File: src/rtl/controle_abastecimento.sv
// Supervisor for two water tanks (A, B) that share one supply pump.
// It arbitrates which tank fills, drives the inlet valves and the pump,
// keeps the pump off for a dead time between fills, and latches a sticky
// fault for each tank when a fill stalls or the float sensor disagrees
// with the level count.
// Build option: define LOW_LEVEL_PRIORITY_EN to break ties in favour of
// the tank with the strictly lower level. Equal levels still fall back to
// round-robin.
module controle_abastecimento #(
  parameter int unsigned REFILL_LEVEL = 3,
  parameter int unsigned FILL_TIMEOUT = 64,
  parameter int unsigned SWITCH_GAP   = 4,
  parameter int unsigned UPPER_MIN    = 5
) (
  input  logic       clock,
  input  logic       reset,
  input  logic       enable,
  input  logic [2:0] level_a,
  input  logic       upper_a,
  input  logic [2:0] level_b,
  input  logic       upper_b,
  input  logic       ack_erro,
  output logic       valve_a,
  output logic       valve_b,
  output logic       pump,
  output logic       busy,
  output logic       erro_a,
  output logic       erro_b
);

  localparam int unsigned LVL_W   = 3;
  localparam int unsigned STALL_W = $clog2(FILL_TIMEOUT + 1);
  localparam int unsigned GAP_W   = $clog2(SWITCH_GAP + 1);
  localparam logic [LVL_W-1:0] LVL_FULL = '1;

  typedef enum logic [1:0] {IDLE, FILL_A, FILL_B, SETTLE} state_t;

  state_t             state, state_next;
  logic               rr_last, rr_next;          // 1 = tank B was served last
  logic [STALL_W-1:0] stall_cnt, stall_next, stall_inc;
  logic [GAP_W-1:0]   gap_cnt, gap_next;
  logic [LVL_W-1:0]   level_a_q, level_b_q;

  logic req_a, req_b, tie_a, grant_a;
  logic sens_err_a, sens_err_b;
  logic set_err_a, set_err_b;
  logic timeout_a, timeout_b;
  logic valve_a_d, valve_b_d, pump_d, busy_d, erro_a_d, erro_b_d;

  // Fill requests and float-sensor consistency checks
  always_comb begin
    req_a      = enable & ~upper_a & (level_a <= LVL_W'(REFILL_LEVEL)) & ~erro_a;
    req_b      = enable & ~upper_b & (level_b <= LVL_W'(REFILL_LEVEL)) & ~erro_b;
    sens_err_a = upper_a & (level_a < LVL_W'(UPPER_MIN));
    sens_err_b = upper_b & (level_b < LVL_W'(UPPER_MIN));
    stall_inc  = (stall_cnt == STALL_W'(FILL_TIMEOUT)) ? stall_cnt
                                                       : stall_cnt + STALL_W'(1);
  end

  // Tie-break when both tanks request in the same cycle
`ifdef LOW_LEVEL_PRIORITY_EN
  always_comb begin
    if (level_a < level_b)      tie_a = 1'b1;
    else if (level_b < level_a) tie_a = 1'b0;
    else                        tie_a = rr_last;
  end
`else
  always_comb begin
    tie_a = rr_last;
  end
`endif

  assign grant_a = req_a & (~req_b | tie_a);

  // Next-state logic, stall and dead-time counters
  always_comb begin
    state_next = state;
    stall_next = stall_cnt;
    gap_next   = gap_cnt;
    rr_next    = rr_last;
    timeout_a  = 1'b0;
    timeout_b  = 1'b0;
    case (state)
      IDLE: begin
        if (req_a | req_b) begin
          state_next = grant_a ? FILL_A : FILL_B;
          stall_next = '0;
        end
      end
      FILL_A: begin
        stall_next = (level_a > level_a_q) ? '0 : stall_inc;
        timeout_a  = (stall_next == STALL_W'(FILL_TIMEOUT));
        if (upper_a | (level_a == LVL_FULL) | ~enable | timeout_a) begin
          state_next = SETTLE;
          gap_next   = '0;
          rr_next    = 1'b0;
        end
      end
      FILL_B: begin
        stall_next = (level_b > level_b_q) ? '0 : stall_inc;
        timeout_b  = (stall_next == STALL_W'(FILL_TIMEOUT));
        if (upper_b | (level_b == LVL_FULL) | ~enable | timeout_b) begin
          state_next = SETTLE;
          gap_next   = '0;
          rr_next    = 1'b1;
        end
      end
      SETTLE: begin
        if (gap_cnt == GAP_W'(SWITCH_GAP - 1)) state_next = IDLE;
        else                                   gap_next   = gap_cnt + GAP_W'(1);
      end
      default: state_next = IDLE;
    endcase
    set_err_a = sens_err_a | timeout_a;
    set_err_b = sens_err_b | timeout_b;
  end

  // Next output values; valve opens on entry, pump follows one cycle later
  always_comb begin
    valve_a_d = (state_next == FILL_A);
    valve_b_d = (state_next == FILL_B);
    pump_d    = ((state == FILL_A) & (state_next == FILL_A)) |
                ((state == FILL_B) & (state_next == FILL_B));
    busy_d    = (state_next != IDLE);
    erro_a_d  = set_err_a | (erro_a & ~ack_erro);
    erro_b_d  = set_err_b | (erro_b & ~ack_erro);
  end

  // State, counters and registered outputs
  always_ff @(posedge clock) begin
    if (reset) begin
      state     <= IDLE;
      rr_last   <= 1'b1;
      stall_cnt <= '0;
      gap_cnt   <= '0;
      level_a_q <= '0;
      level_b_q <= '0;
      valve_a   <= 1'b0;
      valve_b   <= 1'b0;
      pump      <= 1'b0;
      busy      <= 1'b0;
      erro_a    <= 1'b0;
      erro_b    <= 1'b0;
    end else begin
      state     <= state_next;
      rr_last   <= rr_next;
      stall_cnt <= stall_next;
      gap_cnt   <= gap_next;
      level_a_q <= level_a;
      level_b_q <= level_b;
      valve_a   <= valve_a_d;
      valve_b   <= valve_b_d;
      pump      <= pump_d;
      busy      <= busy_d;
      erro_a    <= erro_a_d;
      erro_b    <= erro_b_d;
    end
  end

endmodule

File: config.mk
export PLATFORM = sky130hd
export DESIGN_NAME = controle_abastecimento
export DESIGN_NICKNAME = d
export VERILOG_FILES = /design/src/rtl/controle_abastecimento.sv
export SDC_FILE = /design/constraint.sdc
export NUM_CORES = 1
export LEC_CHECK = 0
export BUFFER_PORTS_ARGS = -buffer_cell sky130_fd_sc_hd__buf_4
export CAP_MARGIN = 40
export CORE_MARGIN = 3
export CORE_UTILIZATION = 30
export DETAILED_ROUTE_END_ITERATION = 10
export GPL_TIMING_DRIVEN = 0
export PLACE_DENSITY = 0.44
export SLEW_MARGIN = 20
export SYNTH_ARGS = -nofsm -noshare
export SYNTH_HDL_FRONTEND = slang
export SYNTH_SLANG_ARGS = --single-unit
File: constraint.sdc
create_clock -name clock -period 3 [get_ports clock]
set_clock_uncertainty 0.15 [all_clocks]
set_input_delay 0.6 -clock clock [delete_from_list [all_inputs] [get_ports clock]]
set_output_delay 0.6 -clock clock [all_outputs]
set_load 0.05 [all_outputs]
# Word level (Yosys, flattened, before mapping)
# Cells that the tools add are included.
[totals]
output_inout_bits = 6
wordCells = 96
input_bits = 12
ff_bits = 25
[op_classes]
mux = 20
n_bitwise = 33
order_cmp = 6
addsub = 2
eq_ne = 15
reduce_logical = 8
[op_table]
columns = ["op", "n"]
rows = [
  ["two-way mux 7 bit", 4],
  ["== test 7 bit (second input constant)", 3],
  ["case mux 7 bit (3 select lines)", 1],
  ["AND 1 bit", 13],
  ["bitwise OR 1 bit", 13],
  ["two-way mux 2 bit", 5],
  ["two-way mux 3 bit", 3],
  ["case mux 3 bit (3 select lines)", 1],
  ["inequality test 2 bit (second input constant)", 4],
  ["case mux 2 bit (4 select lines)", 1],
  ["adder 7 x 1 -> 7 bit (second input constant)", 1],
  ["inverter 1 bit", 7],
  ["== test 2 bit (second input constant)", 3],
  ["== test 3 bit (second input constant)", 2],
  ["greater-than comparator 3 bit", 2],
  ["<= comparator 3 x 2 -> 1 bit (second input constant)", 2],
  ["< comparator 3 bit (second input constant)", 2],
  ["nonzero test 3 bit", 2],
  ["== test 2 x 1 -> 1 bit (second input constant)", 2],
  ["two-way mux 1 bit", 4],
  ["AND reduction 4 bit", 1],
  ["nonzero test 2 bit", 2],
  ["adder 3 x 1 -> 3 bit (second input constant)", 1],
  ["== test 3 x 2 -> 1 bit (second input constant)", 1],
  ["other kinds (4)", 4],
]

# Longest topological paths before layout
# Gate-level depths: netlist of the first run.
[depth]
depth_word = 13
depth_mapped = 10

# Worst setup path after synthesis of the first run
# Ideal clock, no wire load.
[synth_timing]
path_kind = "input to register"
from = "input port level_a[1]"
to = "register stall_cnt[5]"
cell_stages = 8
setup_slack_ns = 0.477
t_arrival_ns = 2.282
cell_sequence = "ha_1 > nor2b_1 > o21a_1 > o21ai_0 > a22oi_1 > nor3_2 > o21ai_1 > a311oi_1"
[synth_between]
elab_chain_cells = 6
elab_cells_between_ends = 9
classes_between = "order compare (2); eq/ne (1); mux (2); bitwise (3); reduce/logical (1)"
[synth_rtl]
columns = ["item", "line", "rtl"]
rows = [
  ["from (decl)", "18", "input logic [2:0] level_a,"],
  ["<= comparator 3 x 2 -> 1 bit", "52", "req_a = enable & ~upper_a & (level_a <= LVL_W'(REFILL_LEVEL)) & ~erro_a;"],
  ["AND 1 bit (2 in a row)", "52", ""],
  ["bitwise OR 1 bit", "85", "if (req_a | req_b) begin"],
  ["inequality test 2 bit (no source line)", "--", ""],
  ["AND reduction 2 bit (no source line)", "--", ""],
  ["to (signal assigned)", "147", "stall_cnt <= stall_next;"],
  ["to (decl)", "40", "logic [STALL_W-1:0] stall_cnt, stall_next, stall_inc;"],
]
# Parallel ways exist; a longest one is shown, timed or not.
# A chain may end at the register's enable or synchronous reset.

# Worst setup path in the final report of the first run
# Same ends and word-level chain as after synthesis.

==> results of run 1 <==
sequential cells by signal (all words and copies together) (netlist names):
register,flops
valve_b,1
busy,1
level_a_q,3
rr_last,1
erro_a,1
gap_cnt,3
valve_a,1
state,2
erro_b,1
stall_cnt,7
pump,1
level_b_q,3
cell usage after synthesis (3+ instances only):
master | number | area [sq um]
nor2b_1 | 8 | 50.05
nor3_1 | 4 | 20.02
ha_1 | 16 | 200.2
dfxtp_1 | 25 | 500.5
o31ai_1 | 4 | 30.03
o211ai_1 | 3 | 22.52
a21oi_1 | 16 | 80.08
and2_1 | 5 | 31.28
a31oi_1 | 5 | 31.28
clkbuf_1 | 3 | 11.26
o21ai_0 | 6 | 30.03
nand3_1 | 8 | 40.04
inv_1 | 16 | 60.06
a311oi_1 | 4 | 35.03
nand2_1 | 7 | 26.28
and3_1 | 3 | 18.77
nor2_1 | 12 | 45.04
critical path, cell delays in order:
cell and delay, ns:
buf_4 0.12, ha_1 0.30, nor2b_1 0.14, o21a_1 0.15, o21ai_0 0.40, a22oi_1 0.37, nor3_2 0.36, o21ai_1 0.11
a311oi_1 0.25
cell type report:
type	instances	area, sq um	share of cell area [%]
clock buffer	3	41.29	2.184
timing repair buffer	17	127.6	6.750
inverter	16	60.06	3.177
tap	70	87.58	4.633
multi-input combinational	141	1035	54.73
buffer	6	32.53	1.721
clock inverter	1	5.005	0.2647
sequential	25	501.7	26.54
through the flow:
stage	hold slack, ns	instance area [sq um]	TNS (ns)
6_report	0.3444	1891	0
3_5_place_dp	0.3207	1842	-0.07496
2_1_floorplan	0.2975	1627	0
4_1_cts	0.3484	1888	0
3_3_place_gp	0.3185	1842	-0.02932
5_1_grt	0.3803	1891	0
per-layer routing:
layer / routed length (um) / part of all wire [%] / GRT usage [%]
met1: 1819 / 47 / 16.97
met4: 29 / 0.74 / 4.639
met5: 0 / 0 / 0
met3: 113 / 2.9 / 2.032
met2: 1945 / 50 / 23.29
placed cells by master (no fill, tap or decap), types with 2 or more instances in the layout:
cell type,instances
a21o_1,2
a31oi_1,5
dfxtp_1,24
o31ai_1,4
buf_4,19
and3_1,3
inv_1,16
nor2b_1,8
a311oi_1,4
nor3_1,4
nand2_1,7
and4_1,2
o211ai_1,3
nand4_1,2
nand3_1,8
clkbuf_8,3
nor2_1,12
ha_1,16
a21oi_1,16
nand3b_1,2
clkbuf_1,2
nand4b_1,2
a21bo_2,2
o21ai_0,6
and2_1,5
o21a_1,2
and2b_1,2
kinds of logic (layout without fill, tap and decap cells):
logic type,count (synthesis),count (layout)
XOR/XNOR,1,1
AO/OA/AOI/OAI,54,54
AND/OR/NAND/NOR,70,70
flip-flops,25,25
buffers and inverters,22,43
adder cells (fa/ha/maj),16,16
report_power, final:
group	leakage, nW	switching (W)	internal, W
sequential	0.205	0.0000314	0.000374
clock	0.0255	0.000113	0.0000930
combinational	0.484	0.000330	0.000179
final timing paths:
path | end | slack [ns] | cells after the start
max | stall_cnt[5] | 0.21 | 9
min | rr_last | 0.34 | 1
max reg2reg | rr_last | 0.29 | 9
min reg2reg | rr_last | 0.34 | 1
==> impl_results.html, run 1 <==
<table>
<tr><th>Metric</th><th>Value</th></tr>
<tr><th colspan="2">Logic synthesis</th></tr>
<tr><td>Seq/Total Area, Yosys</td><td>between 30% and 40%</td></tr>
<tr><td>Post-synth EDFFs</td><td>0</td></tr>
<tr><td>Yosys Warn Count</td><td>0</td></tr>
<tr><td>Most instantiated flip-flop cell in the synthesis netlist</td><td>dfxtp_1</td></tr>
<tr><td>Largest family of logic cells by synthesized area</td><td>simple AND/OR/NAND/NOR gates</td></tr>
<tr><td>Share of synthesized area spent on multiplexers</td><td>0%</td></tr>
<tr><td>Area of the mapped netlist</td><td>roughly 1600 sq um</td></tr>
<tr><td>Fraction of registers with async set/reset</td><td>0%</td></tr>
<tr><td>Fraction of the mapped netlist area in compound gates</td><td>around a quarter</td></tr>
<tr><td>Synth Register Bits</td><td>25</td></tr>
<tr><td>Avg Inst Size Synth</td><td>8.652 sq um</td></tr>
<tr><td>Adder and majority gate portion of the synthesized area</td><td>12.31%</td></tr>
<tr><td>Post-synthesis share of cell area spent on xor and xnor gates</td><td>less than 1%</td></tr>
<tr><td>Unique cell type count in the Yosys netlist</td><td>between 50 and 60</td></tr>
<tr><td>Number of instances in the synthesized netlist</td><td>188</td></tr>
<tr><td>Post-Synth Simple-Gate Area</td><td>approximately a quarter</td></tr>
<tr><td>Syn_nets</td><td>216</td></tr>
<tr><th colspan="2">Placement</th></tr>
<tr><td>Placed wire-length estimate</td><td>approximately 3000 um</td></tr>
<tr><td>Number of input and output port buffers inserted</td><td>17</td></tr>
<tr><td>Routability congestion estimate</td><td>between 0.8 and 0.9</td></tr>
<tr><td>Instance count after placement with tap cells included</td><td>~280</td></tr>
<tr><td>Post-Place Setup Slack</td><td>-0.05464 ns</td></tr>
<tr><th colspan="2">Final layout</th></tr>
<tr><td>Area grow syn2layout</td><td>16.23%</td></tr>
<tr><td>Post-layout util</td><td>around 37%</td></tr>
<tr><td>Final cell count without fillers</td><td>roughly 280</td></tr>
<tr><td>Number of fillers in the final layout</td><td>between 500 and 600</td></tr>
<tr><td>Ant diodes</td><td>0</td></tr>
<tr><td>Share of post-route cells with drive strength above 1</td><td>18.66%</td></tr>
<tr><td>Number of nets in the layout</td><td>between 200 and 250</td></tr>
<tr><th colspan="2">Timing</th></tr>
<tr><td>Final setup vio count</td><td>0</td></tr>
<tr><td>Worst slew margin relative to its limit</td><td>47.66%</td></tr>
<tr><td>RSZ-0062 raised after global routing</td><td>no</td></tr>
<tr><td>Least setup slack across all paths after layout</td><td>between 0.2 and 0.25 ns</td></tr>
<tr><td>Slew @ Worst Pin</td><td>between 0.7 and 0.8 ns</td></tr>
<tr><td>Final min period</td><td>between 2 and 3 ns</td></tr>
<tr><td>Fmax</td><td>~360 MHz</td></tr>
<tr><td>Hold Violations, Final</td><td>0</td></tr>
<tr><td>Final period utilization</td><td>between 90 and 100%</td></tr>
<tr><td>Pins Over Slew Limit</td><td>0</td></tr>
<tr><th colspan="2">Die</th></tr>
<tr><td>Floorplan Core Area</td><td>around 5200 sq um</td></tr>
<tr><td>Initial cell density of the core</td><td>approximately a third</td></tr>
<tr><td>Die H</td><td>between 70 and 80 um</td></tr>
<tr><td>Site row count</td><td>26</td></tr>
<tr><td>Ports</td><td>18</td></tr>
<tr><td>Die footprint</td><td>around 6300 sq um</td></tr>
<tr><td>Width of the die</td><td>79.64 um</td></tr>
<tr><th colspan="2">Power and ir drop</th></tr>
<tr><td>Peak supply drop</td><td>around 230 uV</td></tr>
<tr><td>Pwr Density</td><td>slightly below 600 nW/um^2</td></tr>
<tr><td>Total power after layout</td><td>~0.0011 W</td></tr>
<tr><td>Leakage Power</td><td>about 0.72 nW</td></tr>
<tr><th colspan="2">Clock network</th></tr>
<tr><td>Sinks on the clock net</td><td>25</td></tr>
<tr><td>Clock latency on the worst-skew pair</td><td>0.27 ns</td></tr>
<tr><td>Clock buffers created by TritonCTS</td><td>3</td></tr>
<tr><td>CTS tree</td><td>done</td></tr>
<tr><td>Count of cells resized by post-cts repair</td><td>0</td></tr>
<tr><td>Library cell used as clock root buffer</td><td>clkbuf_8</td></tr>
<tr><td>Max Buffers Root-to-Sink</td><td>2</td></tr>
<tr><td>CTS H-Tree Depth</td><td>1</td></tr>
<tr><td>Hold_buf cts</td><td>0</td></tr>
<tr><td>Clock slew seen by the registers of the worst setup and hold paths</td><td>around 0.1 ns</td></tr>
<tr><td>Setup Fix Bufs, Post-CTS</td><td>0</td></tr>
<tr><th colspan="2">Min path</th></tr>
<tr><td>Hold Path Origin</td><td>rr_last</td></tr>
<tr><td>Class of the tightest hold or removal check</td><td>flip-flop to flip-flop</td></tr>
<tr><th colspan="2">Setup path</th></tr>
<tr><td>Class of the most critical setup path</td><td>primary input to flip-flop</td></tr>
<tr><td>Data arrival time at the worst-slack endpoint</td><td>~2.8 ns</td></tr>
<tr><td>Launch point of the critical path</td><td>level_a[1]</td></tr>
<tr><td>Critical Path End Type</td><td>flip-flop</td></tr>
<tr><td>Critical path peak fanout</td><td>8</td></tr>
<tr><td>Startpoint type of the worst setup path</td><td>primary input</td></tr>
<tr><td>WP data required</td><td>about 3 ns</td></tr>
<tr><td>Critical R2R Launch</td><td>stall_cnt[1]</td></tr>
<tr><th colspan="2">Route</th></tr>
<tr><td>Total wire length after detailed routing</td><td>approximately 3900 um</td></tr>
<tr><td>DR iter-0 viols</td><td>80</td></tr>
<tr><td>Detailed-route via count</td><td>~1,400</td></tr>
<tr><td>Post-route DRC</td><td>0</td></tr>
<tr><td>Vias per Instance</td><td>5.176</td></tr>
<tr><td>Count of nets left with antenna violations after detail routing</td><td>0</td></tr>
<tr><td>First drt pass iteration count</td><td>4</td></tr>
<tr><td>Average wire per standard cell</td><td>14.00 um</td></tr>
<tr><th colspan="2">Global route</th></tr>
<tr><td>Number of global-route vias before repair</td><td>~1,400</td></tr>
<tr><td>Total congestion overflow</td><td>0</td></tr>
<tr><td>Global-route wire length before repair</td><td>~6800 um</td></tr>
<tr><td>Total GRT Usage</td><td>between 10% and 20%</td></tr>
<tr><td>Maximum number of pins on one net before global-route repair</td><td>15</td></tr>
<tr><td>Initial antenna violation count</td><td>0</td></tr>
<tr><th colspan="2">Run</th></tr>
<tr><td>Reported max-cap violation count</td><td>0</td></tr>
<tr><th colspan="2">Run status</th></tr>
<tr><td>Result of the run</td><td>finished, final reports clean</td></tr>
</table>
(Power assumes the default switching activity.)
==> run 2: changes to the inputs <==
--- a/config.mk
+++ b/config.mk
@@ -7,6 +7,7 @@
 export LEC_CHECK = 0
 export BUFFER_PORTS_ARGS = -buffer_cell sky130_fd_sc_hd__buf_4
 export CAP_MARGIN = 40
+export CORE_ASPECT_RATIO = 0.5
 export CORE_MARGIN = 3
 export CORE_UTILIZATION = 30
 export DETAILED_ROUTE_END_ITERATION = 10
==> run 2 against run 1 <==
  * Worst hold slack gained 0.0025 ns
  * Combinational power grew 3%
  * Global-route usage shrank 0.91 points
  * Worst setup slack lost 0.026 ns
  * Largest power group unchanged
==> impl_results.html, run 2 (synthesis gave the netlist of run 1 again) <==
<table>
<tr><th>Metric</th><th>Value</th></tr>
<tr><th colspan="2">Clock network</th></tr>
<tr><td>Clock slew seen by the registers of the worst setup and hold paths</td><td>0.09 ns (was 0.10 ns)</td></tr>
<tr><td>CTS tree</td><td>done (unchanged)</td></tr>
<tr><td>Sinks on the clock net</td><td>25 (unchanged)</td></tr>
<tr><td>CTS H-Tree Depth</td><td>1 (unchanged)</td></tr>
<tr><td>Clock latency on the worst-skew pair</td><td>0.27 ns (about the same)</td></tr>
<tr><td>Hold_buf cts</td><td>0 (unchanged)</td></tr>
<tr><td>Clock buffers created by TritonCTS</td><td>3 (unchanged)</td></tr>
<tr><td>Library cell used as clock root buffer</td><td>clkbuf_8 (unchanged)</td></tr>
<tr><td>Max Buffers Root-to-Sink</td><td>2 (unchanged)</td></tr>
<tr><th colspan="2">Final layout</th></tr>
<tr><td>Multi-input combinational cell area</td><td>1035 sq um (unchanged)</td></tr>
<tr><td>Commonest cells after routing, fill and taps aside</td><td>25 x dfxtp_1, 19 x buf_4, 16 x inv_1, 16 x a21oi_1, 16 x ha_1 (was 24 x dfxtp_1, 19 x buf_4, 16 x inv_1, 16 x a21oi_1, 16 x ha_1)</td></tr>
<tr><td>Post-layout util</td><td>37.65% (was 36.55%)</td></tr>
<tr><td>Area grow syn2layout</td><td>17.31% (was 16.23%)</td></tr>
<tr><td>Flip-flop and latch area</td><td>500.5 sq um (was 501.7 sq um)</td></tr>
<tr><td>Largest register by flop count</td><td>stall_cnt (unchanged)</td></tr>
<tr><td>Final cell count without fillers</td><td>280 (was 279)</td></tr>
<tr><td>Most frequent standard cell in the layout excluding fill and tap cells</td><td>dfxtp_1 (unchanged)</td></tr>
<tr><td>Share of post-route cells with drive strength above 1</td><td>18.10% (was 18.66%)</td></tr>
<tr><td>Number of fillers in the final layout</td><td>539 (was 545)</td></tr>
<tr><td>Ant diodes</td><td>0 (unchanged)</td></tr>
<tr><td>Flip-flop count of the largest register after layout</td><td>7 (unchanged)</td></tr>
<tr><td>Number of nets in the layout</td><td>239 (was 238)</td></tr>
<tr><td>Area of all placed cells without fillers</td><td>1908 sq um (was 1891 sq um)</td></tr>
<tr><th colspan="2">Power and ir drop</th></tr>
<tr><td>Clk pwr share</td><td>18.1% (was 18.4%)</td></tr>
<tr><td>Proportion of power drawn by flip-flops and latches</td><td>35.9% (was 36.2%)</td></tr>
<tr><td>Cell-internal power</td><td>0.0006562 W (was 0.0006455 W)</td></tr>
<tr><td>Pwr Density</td><td>593.7 nW/um^2 (was 592.5 nW/um^2)</td></tr>
<tr><td>Peak supply drop</td><td>407.6 uV (was 229.7 uV)</td></tr>
<tr><td>Proportion of total power due to net switching</td><td>42.07% (was 42.38%)</td></tr>
<tr><td>Share of total power in combinational logic</td><td>46.1% (was 45.4%)</td></tr>
<tr><td>Leakage Power</td><td>0.7224 nW (was 0.7152 nW)</td></tr>
<tr><td>Switching power of the nets</td><td>0.0004766 W (was 0.0004747 W)</td></tr>
<tr><th colspan="2">Setup path</th></tr>
<tr><td>Critical Path End Type</td><td>flip-flop (unchanged)</td></tr>
<tr><td>Reg2Reg Capture Point</td><td>pump (was rr_last)</td></tr>
<tr><td>WP data required</td><td>3.04 ns (was 3.03 ns)</td></tr>
<tr><td>Data arrival time at the worst-slack endpoint</td><td>2.85 ns (was 2.82 ns)</td></tr>
<tr><td>Class of the most critical setup path</td><td>primary input to flip-flop (unchanged)</td></tr>
<tr><td>Cell at the slowest stage of the critical path</td><td>o21ai_0 (unchanged)</td></tr>
<tr><td>Worst reg-to-reg path cell count</td><td>9 (unchanged)</td></tr>
<tr><td>Startpoint type of the worst setup path</td><td>primary input (unchanged)</td></tr>
<tr><td>Buffers and inverters on the worst path</td><td>1 (unchanged)</td></tr>
<tr><td>Critical path peak fanout</td><td>8 (unchanged)</td></tr>
<tr><td>Cell chain of the critical path</td><td>buf_4, ha_1, nor2b_1, o21a_1, o21ai_0, a22oi_1, nor3_2, o21ai_1, a311oi_1 (unchanged)</td></tr>
<tr><td>Setup slack of the worst register-to-register path</td><td>0.27 ns (was 0.29 ns)</td></tr>
<tr><td>Gate family responsible for the most delay along the worst path</td><td>compound AO/OA/AOI/OAI gates (unchanged)</td></tr>
<tr><td>Highest cell delay on the worst timing path</td><td>0.42 ns (was 0.40 ns)</td></tr>
<tr><td>Critical R2R Launch</td><td>stall_cnt[1] (unchanged)</td></tr>
<tr><td>Launch point of the critical path</td><td>level_a[1] (unchanged)</td></tr>
<tr><td>Number of logic stages on the critical path including buffering</td><td>9 (unchanged)</td></tr>
<tr><td>Critical path destination</td><td>stall_cnt[5] (unchanged)</td></tr>
<tr><th colspan="2">Global route</th></tr>
<tr><td>Total GRT Usage</td><td>12.59% (was 13.50%)</td></tr>
<tr><td>Initial antenna violation count</td><td>0 (unchanged)</td></tr>
<tr><td>Most used routing layer</td><td>met2 (unchanged)</td></tr>
<tr><td>Global-route wire length before repair</td><td>6334 um (was 6755 um)</td></tr>
<tr><td>Total congestion overflow</td><td>0 (unchanged)</td></tr>
<tr><td>Number of global-route vias before repair</td><td>1,302 (was 1,393)</td></tr>
<tr><td>Met3 Use GR</td><td>3.893% (was 2.032%)</td></tr>
<tr><td>Maximum number of pins on one net before global-route repair</td><td>14 (was 15)</td></tr>
<tr><td>Global Route met2 Usage</td><td>18.71% (was 23.29%)</td></tr>
<tr><td>Met1 Use GR</td><td>18.37% (was 16.97%)</td></tr>
<tr><th colspan="2">Placement</th></tr>
<tr><td>Placed wire-length estimate</td><td>2934 um (was 2971 um)</td></tr>
<tr><td>Placement-stage cell area</td><td>1842 sq um (unchanged)</td></tr>
<tr><td>Number of input and output port buffers inserted</td><td>17 (unchanged)</td></tr>
<tr><td>Instance count after placement with tap cells included</td><td>275 (unchanged)</td></tr>
<tr><td>Routability congestion estimate</td><td>0.7933 (was 0.8106)</td></tr>
<tr><th colspan="2">Route</th></tr>
<tr><td>Average wire per standard cell</td><td>13.79 um (was 14.00 um)</td></tr>
<tr><td>First drt pass iteration count</td><td>4 (unchanged)</td></tr>
<tr><td>Total wire length after detailed routing</td><td>3861 um (was 3907 um)</td></tr>
<tr><td>Vias per Instance</td><td>5.036 (was 5.176)</td></tr>
<tr><td>Post-route DRC</td><td>0 (unchanged)</td></tr>
<tr><td>DR iter-0 viols</td><td>43 (was 80)</td></tr>
<tr><td>Detailed-route via count</td><td>1,410 (was 1,444)</td></tr>
<tr><td>Count of nets left with antenna violations after detail routing</td><td>0 (unchanged)</td></tr>
<tr><th colspan="2">Timing</th></tr>
<tr><td>Pins Over Slew Limit</td><td>0 (unchanged)</td></tr>
<tr><td>Final min period</td><td>2.812 ns (was 2.787 ns)</td></tr>
<tr><td>Final period utilization</td><td>93.75% (was 92.89%)</td></tr>
<tr><td>Fmax</td><td>355.6 MHz (was 358.8 MHz)</td></tr>
<tr><td>Slew @ Worst Pin</td><td>0.7650 ns (was 0.7850 ns)</td></tr>
<tr><td>RSZ-0062 raised after global routing</td><td>no (unchanged)</td></tr>
<tr><td>Final setup vio count</td><td>0 (unchanged)</td></tr>
<tr><td>Hold Violations, Final</td><td>0 (unchanged)</td></tr>
<tr><td>Worst slew margin relative to its limit</td><td>49.00% (was 47.66%)</td></tr>
<tr><th colspan="2">Die</th></tr>
<tr><td>Die footprint</td><td>6395 sq um (was 6342 sq um)</td></tr>
<tr><td>Floorplan Core Area</td><td>5067 sq um (was 5172 sq um)</td></tr>
<tr><td>Ports</td><td>18 (unchanged)</td></tr>
<tr><td>Site row count</td><td>18 (was 26)</td></tr>
<tr><td>Width of the die</td><td>110.1 um (was 79.64 um)</td></tr>
<tr><td>Die H</td><td>58.07 um (was 79.64 um)</td></tr>
<tr><td>Initial cell density of the core</td><td>32.10% (was 31.45%)</td></tr>
<tr><th colspan="2">Min path</th></tr>
<tr><td>Class of the tightest hold or removal check</td><td>flip-flop to flip-flop (unchanged)</td></tr>
<tr><th colspan="2">Run</th></tr>
<tr><td>Reported max-cap violation count</td><td>0 (unchanged)</td></tr>
<tr><th colspan="2">Run status</th></tr>
<tr><td>Result of the run</td><td>finished, final reports clean (unchanged)</td></tr>
</table>
[run 2: cell count changes in the layout (fill, tap and decap cells not counted)]
cell | previous run | this run
clkinv_2 | 1 | 0
buf_12 | 0 | 1
dfxtp_2 | 1 | 0
clkbuf_1 | 2 | 3
dfxtp_1 | 24 | 25
[run 2: power groups by stage]
stage	Clock, W	Combinational [W]	Sequential (W)
after CTS	0.000216	0.000514	0.000407
after global routing	0.000232	0.000578	0.000413
after global placement	0	0.000504	0.000413
after detailed placement	0	0.000512	0.000414
final	0.000205	0.000522	0.000406
after floorplan	0	0.000307	0.000478
[run 2: worst reg2reg max path, cell delays in order, from the launching register on]
cell and delay (ns):
dfxtp_1 0.46, ha_1 0.19, buf_4 0.16, nand4_2 0.13, or3_4 0.35, a211oi_2 0.32, nand3_1 0.20, a31oi_1 0.37
nand4bb_1 0.19, o211ai_1 0.09
[run 2: area by class of cell]
cell class	count	share of cell area, %
inverters	16	3.148
repair buffers	18	7.738
flip-flops and latches	25	26.23
clock buffers	4	2.361
multi-input cells	141	54.23
well taps	70	4.590
plain buffers	6	1.705
[run 2: per-layer routing]
metal  vias up  share of wire [%]
li1        733                  -
met1       657                 55
met3         2                5.0
met5         -                  0
met4         0               0.44
met2        18                 40
[run 2: through the flow]
step	TNS [ns]	hold slack, ns	total power (W)	worst slack, ns
2_1_floorplan	0	0.2975	0.0007849	0.4770
3_3_place_gp	-0.1684	0.3313	0.0009174	-0.08626
3_5_place_dp	-0.1254	0.3312	0.0009259	-0.06304
4_1_cts	0	0.3533	0.001137	0.1629
5_1_grt	0	0.3819	0.001223	0.008184
6_report	0	0.3469	0.001133	0.1876
[run 2: worst min path at each step]
stage | start | end | slack, ns | cells after the start
final | rr_last | rr_last | 0.35 | 1
after global routing | reset | level_a_q[1] | 0.38 | 2
after CTS | rr_last | rr_last | 0.35 | 1
after detailed placement | rr_last | rr_last | 0.33 | 1
after global placement | rr_last | rr_last | 0.33 | 1
after floorplan | rr_last | rr_last | 0.30 | 1
[run 2: what timing repair did]
item,CTS,global route
resized for setup,0,2
endpoints found under the setup margin,0,1
setup buffers,0,1
hold endpoints to repair,0,0
==> run 3: changes to the inputs <==
--- a/config.mk
+++ b/config.mk
@@ -13,6 +13,7 @@
 export DETAILED_ROUTE_END_ITERATION = 10
 export GPL_TIMING_DRIVEN = 0
 export PLACE_DENSITY = 0.44
+export RECOVER_POWER = 25
 export SLEW_MARGIN = 20
 export SYNTH_ARGS = -nofsm -noshare
 export SYNTH_HDL_FRONTEND = slang
==> run 3 against run 2 <==
  * Final cell count unchanged
  * Sequential share of layout area up 0.16 points
  * Largest cell class unchanged
  * Die area unchanged
  * Flip-flop and latch count unchanged
  * Fmax up 0.39%
  * Critical path type unchanged
  * Critical endpoint unchanged
==> impl_results.html, run 3 (synthesis gave the netlist of run 1 again) <==
<table>
<tr><th>Metric</th><th>Value</th></tr>
<tr><th colspan="2">Route</th></tr>
<tr><td>Post-route DRC</td><td>0 (unchanged)</td></tr>
<tr><td>DR iter-0 viols</td><td>40 (was 43)</td></tr>
<tr><td>First drt pass iteration count</td><td>4 (unchanged)</td></tr>
<tr><td>Detailed-route via count</td><td>1,416 (was 1,410)</td></tr>
<tr><td>Vias per Instance</td><td>5.057 (was 5.036)</td></tr>
<tr><td>Total wire length after detailed routing</td><td>3860 um (was 3861 um)</td></tr>
<tr><td>Average wire per standard cell</td><td>13.79 um (about the same)</td></tr>
<tr><td>Count of nets left with antenna violations after detail routing</td><td>0 (unchanged)</td></tr>
<tr><th colspan="2">Clock network</th></tr>
<tr><td>Hold_buf cts</td><td>0 (unchanged)</td></tr>
<tr><td>CTS tree</td><td>done (unchanged)</td></tr>
<tr><td>Library cell used as clock root buffer</td><td>clkbuf_8 (unchanged)</td></tr>
<tr><td>Clock latency on the worst-skew pair</td><td>0.27 ns (about the same)</td></tr>
<tr><td>Sinks on the clock net</td><td>25 (unchanged)</td></tr>
<tr><td>Clock slew seen by the registers of the worst setup and hold paths</td><td>0.09 ns (about the same)</td></tr>
<tr><td>Max Buffers Root-to-Sink</td><td>2 (unchanged)</td></tr>
<tr><td>Clock buffers created by TritonCTS</td><td>3 (unchanged)</td></tr>
<tr><td>CTS H-Tree Depth</td><td>1 (unchanged)</td></tr>
<tr><th colspan="2">Die</th></tr>
<tr><td>Width of the die</td><td>110.1 um (unchanged)</td></tr>
<tr><td>Die footprint</td><td>6395 sq um (unchanged)</td></tr>
<tr><td>Die H</td><td>58.07 um (unchanged)</td></tr>
<tr><td>Site row count</td><td>18 (unchanged)</td></tr>
<tr><td>Initial cell density of the core</td><td>32.10% (unchanged)</td></tr>
<tr><td>Floorplan Core Area</td><td>5067 sq um (unchanged)</td></tr>
<tr><td>Ports</td><td>18 (unchanged)</td></tr>
<tr><th colspan="2">Timing</th></tr>
<tr><td>Fmax</td><td>356.9 MHz (was 355.6 MHz)</td></tr>
<tr><td>RSZ-0062 raised after global routing</td><td>no (unchanged)</td></tr>
<tr><td>Slew @ Worst Pin</td><td>0.7650 ns (about the same)</td></tr>
<tr><td>Pins Over Slew Limit</td><td>0 (unchanged)</td></tr>
<tr><td>Final min period</td><td>2.802 ns (was 2.812 ns)</td></tr>
<tr><td>Final period utilization</td><td>93.38% (was 93.75%)</td></tr>
<tr><td>Worst slew margin relative to its limit</td><td>49.00% (unchanged)</td></tr>
<tr><td>Hold Violations, Final</td><td>0 (unchanged)</td></tr>
<tr><td>Setup Total Neg Slack</td><td>0 ns (unchanged)</td></tr>
<tr><td>Final setup vio count</td><td>0 (unchanged)</td></tr>
<tr><th colspan="2">Min path</th></tr>
<tr><td>Hold Path Origin</td><td>rr_last (unchanged)</td></tr>
<tr><td>Class of the tightest hold or removal check</td><td>flip-flop to flip-flop (unchanged)</td></tr>
<tr><td>Terminating pin of the worst hold path</td><td>rr_last (unchanged)</td></tr>
<tr><td>Cells on Worst Hold Path</td><td>1 (unchanged)</td></tr>
<tr><th colspan="2">Setup path</th></tr>
<tr><td>Startpoint type of the worst setup path</td><td>primary input (unchanged)</td></tr>
<tr><td>Data arrival time at the worst-slack endpoint</td><td>2.84 ns (was 2.85 ns)</td></tr>
<tr><td>Critical R2R Launch</td><td>stall_cnt[1] (unchanged)</td></tr>
<tr><td>Critical Path End Type</td><td>flip-flop (unchanged)</td></tr>
<tr><td>Class of the most critical setup path</td><td>primary input to flip-flop (unchanged)</td></tr>
<tr><td>Reg2Reg Capture Point</td><td>pump (unchanged)</td></tr>
<tr><td>Worst reg-to-reg path cell count</td><td>9 (unchanged)</td></tr>
<tr><td>WP data required</td><td>3.04 ns (about the same)</td></tr>
<tr><td>Setup slack of the worst register-to-register path</td><td>0.27 ns (about the same)</td></tr>
<tr><td>Critical path peak fanout</td><td>8 (unchanged)</td></tr>
<tr><th colspan="2">Placement</th></tr>
<tr><td>Placement-stage cell area</td><td>1842 sq um (unchanged)</td></tr>
<tr><td>Number of input and output port buffers inserted</td><td>17 (unchanged)</td></tr>
<tr><td>Routability congestion estimate</td><td>0.7933 (unchanged)</td></tr>
<tr><td>Placed wire-length estimate</td><td>2934 um (unchanged)</td></tr>
<tr><th colspan="2">Global route</th></tr>
<tr><td>Number of global-route vias before repair</td><td>1,302 (unchanged)</td></tr>
<tr><td>Initial antenna violation count</td><td>0 (unchanged)</td></tr>
<tr><td>Global-route wire length before repair</td><td>6334 um (unchanged)</td></tr>
<tr><td>Total GRT Usage</td><td>12.59% (unchanged)</td></tr>
<tr><td>Total congestion overflow</td><td>0 (unchanged)</td></tr>
<tr><td>Maximum number of pins on one net before global-route repair</td><td>14 (unchanged)</td></tr>
<tr><th colspan="2">Final layout</th></tr>
<tr><td>Post-layout util</td><td>37.43% (was 37.65%)</td></tr>
<tr><td>Commonest cells after routing, fill and taps aside</td><td>25 x dfxtp_1, 16 x inv_1, 16 x buf_4, 16 x a21oi_1, 16 x ha_1 (was 25 x dfxtp_1, 19 x buf_4, 16 x inv_1, 16 x a21oi_1, 16 x ha_1)</td></tr>
<tr><td>Largest register by flop count</td><td>stall_cnt (unchanged)</td></tr>
<tr><td>Ant diodes</td><td>0 (unchanged)</td></tr>
<tr><td>Area of all placed cells without fillers</td><td>1897 sq um (was 1908 sq um)</td></tr>
<tr><td>Area grow syn2layout</td><td>16.62% (was 17.31%)</td></tr>
<tr><td>Share of post-route cells with drive strength above 1</td><td>16.67% (was 18.10%)</td></tr>
<tr><td>Most frequent standard cell in the layout excluding fill and tap cells</td><td>dfxtp_1 (unchanged)</td></tr>
<tr><td>Number of nets in the layout</td><td>239 (unchanged)</td></tr>
<tr><td>Flip-flop count of the largest register after layout</td><td>7 (unchanged)</td></tr>
<tr><th colspan="2">Power and ir drop</th></tr>
<tr><td>Peak supply drop</td><td>407.5 uV (was 407.6 uV)</td></tr>
<tr><td>Total power after layout</td><td>0.001130 W (was 0.001133 W)</td></tr>
<tr><td>Leakage Power</td><td>0.7109 nW (was 0.7224 nW)</td></tr>
<tr><td>Pwr Density</td><td>595.7 nW/um^2 (was 593.7 nW/um^2)</td></tr>
<tr><th colspan="2">Run</th></tr>
<tr><td>Reported max-cap violation count</td><td>0 (unchanged)</td></tr>
<tr><th colspan="2">Run status</th></tr>
<tr><td>Result of the run</td><td>finished, final reports clean (unchanged)</td></tr>
</table>
[run 3: cell count changes in the layout (fill, tap and decap cells not counted)]
| cell | before | now |
|---|---|---|
| buf_4 | 19 | 16 |
| clkbuf_1 | 3 | 6 |
[run 3: area by class of cell]
class | count | area, sq um
Buffer | 6 | 32.53
Timing Repair Buffer | 18 | 136.4
Fill cell | 543 | 3171
Tap cell | 70 | 87.58
Inverter | 16 | 60.06
Clock buffer | 4 | 45.04
Sequential cell | 25 | 500.5
Multi-Input combinational cell | 141 | 1035
[run 3: worst max path at each step]
stage / depth (start not counted) / startpoint / slack [ns] / end
after global routing: 9 / level_a[1] / 0.008 / stall_cnt[0]
after global placement: 9 / level_a[1] / -0.09 / stall_cnt[5]
after detailed placement: 9 / level_a[1] / -0.06 / stall_cnt[0]
after CTS: 9 / stall_cnt[1] / 0.16 / rr_last
final: 9 / level_a[1] / 0.20 / stall_cnt[5]
after floorplan: 8 / level_a[1] / 0.48 / stall_cnt[5]
[run 3: worst max-delay path, cell delays in order]
cell and delay (ns):
buf_4 0.13, ha_1 0.29, nor2b_1 0.13, o21a_1 0.16, o21ai_0 0.41, a22oi_1 0.37, nor3_2 0.38, o21ai_1 0.11
a311oi_1 0.25
[run 3: through the flow]
step,setup slack [ns],instances,hold slack (ns)
floorplan,0.4770,188,0.2975
global placement,-0.08626,275,0.3313
detailed placement,-0.06304,275,0.3312
CTS,0.1629,279,0.3533
global route,0.008249,280,0.3898
finish,0.1985,280,0.3469
[run 3: power breakdown]
group	internal [W]	leakage, nW	switching [W]
Combinational	0.000184	0.483	0.000335
Sequential	0.000374	0.205	0.0000325
Clock	0.0000950	0.0228	0.000110
Total	0.000653	0.711	0.000477
[run 3: timing repair]
action	CTS	global route
hold endpoints to repair	0	0
gates resized for setup	0	2
setup endpoints to repair	0	1
buffers inserted	0	1
[run 3: metal layers]
| layer | part of all wire, % | wire, um | track usage [%] | vias to the layer above |
|---|---|---|---|---|
| met5 | 0 | 0 | 0 | - |
| met4 | 0.44 | 17 | 1.579 | 0 |
| met3 | 5.2 | 200 | 3.893 | 2 |
| met2 | 40 | 1541 | 18.71 | 20 |
| met1 | 54 | 2102 | 18.37 | 661 |
| li1 | - | - | - | 733 |
